[src/rtl/rf_write_arb_pkg.sv]
// Shared register-file constants and the write-arbiter FSM state type.
package wi23_defs;

    localparam int unsigned REGFILE_WIDTH = 16;
    localparam int unsigned REGFILE_DEPTH = 5;
    localparam int unsigned ENTRIES       = 1 << REGFILE_DEPTH;

    typedef enum logic [0:0] {
        CLEAR = 1'b0,
        RUN   = 1'b1
    } rf_arb_state_t;

endpackage

[src/rtl/rf_write_arb.sv]
// Register-file write-port arbiter: clears the file after reset, then merges
// pipeline writeback with long-latency results through a one-entry buffer.
module rf_write_arb
    import wi23_defs::*;
#(
    parameter bit INIT_ON_RESET = 1'b1
) (
    input  logic                     clk,
    input  logic                     rst_n,
    input  logic                     wb_valid,
    input  logic [REGFILE_DEPTH-1:0] wb_regsel,
    input  logic [REGFILE_WIDTH-1:0] wb_data,
    input  logic                     lu_valid,
    output logic                     lu_ready,
    input  logic [REGFILE_DEPTH-1:0] lu_regsel,
    input  logic [REGFILE_WIDTH-1:0] lu_data,
    output logic                     rf_write,
    output logic [REGFILE_DEPTH-1:0] rf_writeregsel,
    output logic [REGFILE_WIDTH-1:0] rf_writedata,
    output logic                     init_done,
    output logic                     pipe_stall,
    output logic                     lu_kill,
    output logic                     err
);

    localparam rf_arb_state_t RESET_STATE = INIT_ON_RESET ? CLEAR : RUN;

    rf_arb_state_t              state_q, state_d;
    logic [REGFILE_DEPTH-1:0]   clr_cnt_q, clr_cnt_d;
    logic                       buf_valid_q, buf_valid_d;
    logic [REGFILE_DEPTH-1:0]   buf_regsel_q, buf_regsel_d;
    logic [REGFILE_WIDTH-1:0]   buf_data_q, buf_data_d;
    logic                       rf_write_q, rf_write_d;
    logic [REGFILE_DEPTH-1:0]   rf_writeregsel_q, rf_writeregsel_d;
    logic [REGFILE_WIDTH-1:0]   rf_writedata_q, rf_writedata_d;
    logic                       lu_kill_q, lu_kill_d;
    logic                       err_q, err_d;
    logic                       lu_ready_run;
    logic                       lu_accept;
    logic                       buf_kill;

    always_comb begin
        state_d          = state_q;
        clr_cnt_d        = clr_cnt_q;
        buf_valid_d      = buf_valid_q;
        buf_regsel_d     = buf_regsel_q;
        buf_data_d       = buf_data_q;
        rf_write_d       = 1'b0;
        rf_writeregsel_d = rf_writeregsel_q;
        rf_writedata_d   = rf_writedata_q;
        lu_kill_d        = 1'b0;
        err_d            = 1'b0;
        lu_ready_run     = 1'b0;
        lu_accept        = 1'b0;
        buf_kill         = 1'b0;

        case (state_q)
            CLEAR: begin
                rf_write_d       = 1'b1;
                rf_writeregsel_d = clr_cnt_q;
                rf_writedata_d   = '0;
                err_d            = wb_valid | lu_valid;
                clr_cnt_d        = clr_cnt_q + 1'b1;
                if (clr_cnt_q == '1) begin
                    state_d = RUN;
                end
            end
            RUN: begin
                lu_ready_run = !buf_valid_q || !wb_valid;
                lu_accept    = lu_valid && lu_ready_run;
                // A younger WB write to the buffered register makes the LU entry stale.
                buf_kill     = wb_valid && buf_valid_q && (wb_regsel == buf_regsel_q);
                lu_kill_d    = buf_kill;
                if (wb_valid) begin
                    rf_write_d       = 1'b1;
                    rf_writeregsel_d = wb_regsel;
                    rf_writedata_d   = wb_data;
                    if (buf_kill) begin
                        buf_valid_d = 1'b0;
                    end
                end else if (buf_valid_q) begin
                    rf_write_d       = 1'b1;
                    rf_writeregsel_d = buf_regsel_q;
                    rf_writedata_d   = buf_data_q;
                    buf_valid_d      = 1'b0;
                end
                if (lu_accept) begin
                    buf_valid_d  = 1'b1;
                    buf_regsel_d = lu_regsel;
                    buf_data_d   = lu_data;
                end
            end
            default: state_d = RESET_STATE;
        endcase
    end

    always_ff @(posedge clk or negedge rst_n) begin
        if (!rst_n) begin
            state_q          <= RESET_STATE;
            clr_cnt_q        <= '0;
            buf_valid_q      <= 1'b0;
            buf_regsel_q     <= '0;
            buf_data_q       <= '0;
            rf_write_q       <= 1'b0;
            rf_writeregsel_q <= '0;
            rf_writedata_q   <= '0;
            lu_kill_q        <= 1'b0;
            err_q            <= 1'b0;
        end else begin
            state_q          <= state_d;
            clr_cnt_q        <= clr_cnt_d;
            buf_valid_q      <= buf_valid_d;
            buf_regsel_q     <= buf_regsel_d;
            buf_data_q       <= buf_data_d;
            rf_write_q       <= rf_write_d;
            rf_writeregsel_q <= rf_writeregsel_d;
            rf_writedata_q   <= rf_writedata_d;
            lu_kill_q        <= lu_kill_d;
            err_q            <= err_d;
        end
    end

    // Gated by rst_n so the LU side sees no acceptance while held in reset.
    assign lu_ready       = rst_n && lu_ready_run;
    assign init_done      = rst_n && (state_q == RUN);
    assign pipe_stall     = (state_q == CLEAR);
    assign rf_write       = rf_write_q;
    assign rf_writeregsel = rf_writeregsel_q;
    assign rf_writedata   = rf_writedata_q;
    assign lu_kill        = lu_kill_q;
    assign err            = err_q;

endmodule

[config.mk]
export PLATFORM = sky130hd
export DESIGN_NAME = rf_write_arb
export DESIGN_NICKNAME = d
export VERILOG_FILES = /design/src/rtl/rf_write_arb_pkg.sv /design/src/rtl/rf_write_arb.sv
export SDC_FILE = /design/constraint.sdc
export NUM_CORES = 1
export LEC_CHECK = 0
export CAP_MARGIN = 20
export CORE_ASPECT_RATIO = 1.2
export CORE_MARGIN = 2
export CORE_UTILIZATION = 30
export DETAILED_ROUTE_END_ITERATION = 8
export PLACE_DENSITY_LB_ADDON = 0.12
export SLEW_MARGIN = 40
export SYNTH_ARGS = -nofsm -noshare
export SYNTH_HDL_FRONTEND = slang
export SYNTH_SLANG_ARGS = --single-unit
[constraint.sdc]
create_clock -name clk -period 1.6 [get_ports clk]
set_input_delay 0.32 -clock clk [delete_from_list [all_inputs] [get_ports clk]]
set_output_delay 0.32 -clock clk [all_outputs]
set_load 0.05 [all_outputs]
==> impl_metrics.py <==
metrics = {
    "critical_path": {
        "crit_family": "flip-flops",
        "slowest_delay_ns": 0.39,
        "critPathSlowestCell": "dfrtp_1",
        "endpoint_kind": "primary output",
        "worstPathCellList": "nand2_2, buf_4, and2_4, buf_8",
        "worstSetupStartpointType": "register",
        "cp.required_ns": 1.28,
        "path_buf_inv": 2,
        "cp.arrival_ns": 1.18,
        "critical_path_class": "reg -> out",
        "crit_fanout": 2,
    },
    "yosys": {
        "ys_seq_elements": 52,
        "seq_area_frac_synth": 0.525,
        "synth_area_mm2": 0.00248,
        "yosys.area.top_type": "dfrtp_1",
        "ys_warn_count": 0,
        "syn_avg_cell_area_um2": 13.4,
        "synth_area_leaders": "dfrtp_1, mux2_4, mux2_2, mux2i_1, nor2_1",
        "syn_inst": 185,
        "yosysTopAreaCellShare": 0.525,
        "syn-num-nets": 233,
        "ys_types": 28,
    },
    "layout": {
        "num-nets-final": 311,
        "syn2layout_area_growth_pct": 38.1,
        "final_cell_mix": "dfrtp_1, clkdlybuf4s50_1, buf_4",
        "final_util": 0.425,
        "layout_commonest_cell": "dfrtp_1",
        "n_antenna_cell": 0,
        "fin_cells": 359,
        "drive_gt1_frac": 0.360,
    },
    "global_routing": {
        "grt_first_pass_wirelength_um": 9280,
        "grt_overflow": 0,
        "grt_usage": 0.132,
        "antenna_found_initial": 0,
        "grt_max_degree": 53,
        "first_global_vias": 1758,
    },
    "placed_design": {
        "gp_congestion": 0.690,
        "dp.cells": 350,
        "portBuffers": 72,
        "dp.final_hpwl_um": 3830,
    },
    "detailed_routing": {
        "antenna_left": 0,
        "first_pass_iters": 4,
        "routedWlPerCell_um": 16.0,
        "vias_per_cell": 4.67,
        "vias": 1678,
        "drc": 0,
        "wl_um": 5740,
        "first_iter_violations": 78,
    },
    "timing": {
        "final.setup_skew_ns": 0.0130,
        "finalCritPeriodShare": 0.939,
        "max_freq_mhz": 665,
        "relSlewSlack": 0.549,
        "hold_viol": 0,
        "slew_viol_final": 0,
        "fin_crit_ns": 1.50,
        "rsz0062_at_grt": "no",
        "tightest_slew_ns": 0.677,
        "finalSetupViolCount": 0,
    },
    "power": {
        "pwr_density_cell_mw_per_mm2": 1080,
        "p_leak_nw": 1.59,
        "ir_worst_vdd_mv": 0.445,
    },
    "cts": {
        "path_clk_slew_ns": 0.10,
        "tritoncts": "yes",
        "numCtsBuffers": 5,
        "clock_path_buffers": 2,
        "cts.root.buffer_cell": "clkbuf_8",
        "clock-sinks": 52,
        "clkLatencyLatePin_ns": 0.31,
        "cts_max_level": 2,
        "postCtsHoldBufs": 0,
    },
    "floorplan": {
        "initial_core_util": 0.307,
        "dieHeight_um": 104,
        "die_area_mm2": 0.00901,
        "die_width_um": 87.0,
        "coreArea_mm2": 0.00806,
        "std_cell_rows": 36,
        "ioPinCount": 73,
    },
    "status": {
        "outcome": "finished clean",
    },
    "worst_hold_path": {
        "hold_path.class": "in -> async",
    },
    "run": {
        "drv_cap": 0,
    },
}
sequential cells by signal, indices dropped and copies added (netlist names):
signal          flops
buf_data_q         16
buf_regsel_q        5
buf_valid_q         1
clr_cnt_q           5
err                 1
lu_kill             1
rf_write            1
rf_writedata       16
rf_writeregsel      5
state_q             1
final cells by class:
type / instances / area (um2)
clock inverters: 2 / 38.8
well taps: 95 / 119
repair buffers: 82 / 774
fillers: 768 / 4640
inverters: 1 / 3.75
clock buffers: 6 / 82.6
flip-flops and latches: 52 / 1300
multi-input cells: 121 / 1100
cell families (layout without fill, tap and decap cells):
group	count (synthesis)	in the layout	synth area share
compound gates	8	8	0.0207
xor+xnor	8	8	0.0283
fa+ha+maj	2	2	0.0101
buf+inv	12	91	0.0318
flops	52	52	0.525
mux	64	64	0.309
simple gates	39	39	0.0752
routing by layer:
layer | vias up | routed length (um) | track usage
li1 | 792 | - | -
met1 | 839 | 2690 | 0.183
met2 | 42 | 2760 | 0.214
met3 | 5 | 235 | 0.0271
met4 | 0 | 53 | 0.0268
met5 | - | 0 | 0
final timing paths:
path	start	endpoint	slack, ns	depth (start not counted)
setup / recovery	buf_valid_q$_DFFE_PN0P_	lu_ready	0.1	4
hold / removal	rst_n	buf_data_q[2]$_DFFE_PN0P_	0.15	2
setup reg to reg	buf_valid_q$_DFFE_PN0P_	buf_data_q[0]$_DFFE_PN0P_	0.13	3
hold reg to reg	buf_data_q[13]$_DFFE_PN0P_	buf_data_q[13]$_DFFE_PN0P_	0.51	1
max in group asynchronous	rst_n	buf_data_q[14]$_DFFE_PN0P_	1.00	2
min in group clk	buf_data_q[13]$_DFFE_PN0P_	buf_data_q[13]$_DFFE_PN0P_	0.51	1
cells in the mapped netlist (all sizes together):
library cell	n
a21o	1
nor2	18
dfrtp	52
nor2b	1
o31a	1
mux2i	21
nand3	2
mux2	43
xnor2	7
nor4	1
or2	2
ha	2
nand2	9
clkinv	1
clkbuf	1
and3	2
nand2b	1
o21ai	5
and2	2
buf	10
nand4bb	1
a32o	1
xor2	1
repair_timing:
item                                    CTS  global route
gates resized for setup                   3             4
buffers inserted                          0             1
endpoints found under the setup margin    2             2
pin swaps                                 0             1
through the flow:
step,TNS [ns],hold WS [ns],total power (W),cell area (um2),worst slack [ns]
finish,0,0.153,0.00368,3420,0.0970
CTS,0,0.183,0.00373,3410,0.0125
global placement,-6.33,0.487,0.00274,3280,-0.230
floorplan,0,0.0244,0.00234,2480,0.0811
global route,0,0.213,0.00388,3420,0.0160
detailed placement,-6.95,0.488,0.00274,3280,-0.260
power breakdown:
part | internal (W) | leakage (nW) | switching (W)
Sequential | 0.00148 | 0.621 | 0.000104
Combinational | 0.000542 | 0.907 | 0.000582
Clock | 0.000513 | 0.0614 | 0.000463
Total | 0.00254 | 1.59 | 0.00115
Note: power is estimated with default switching activity, not from simulation.
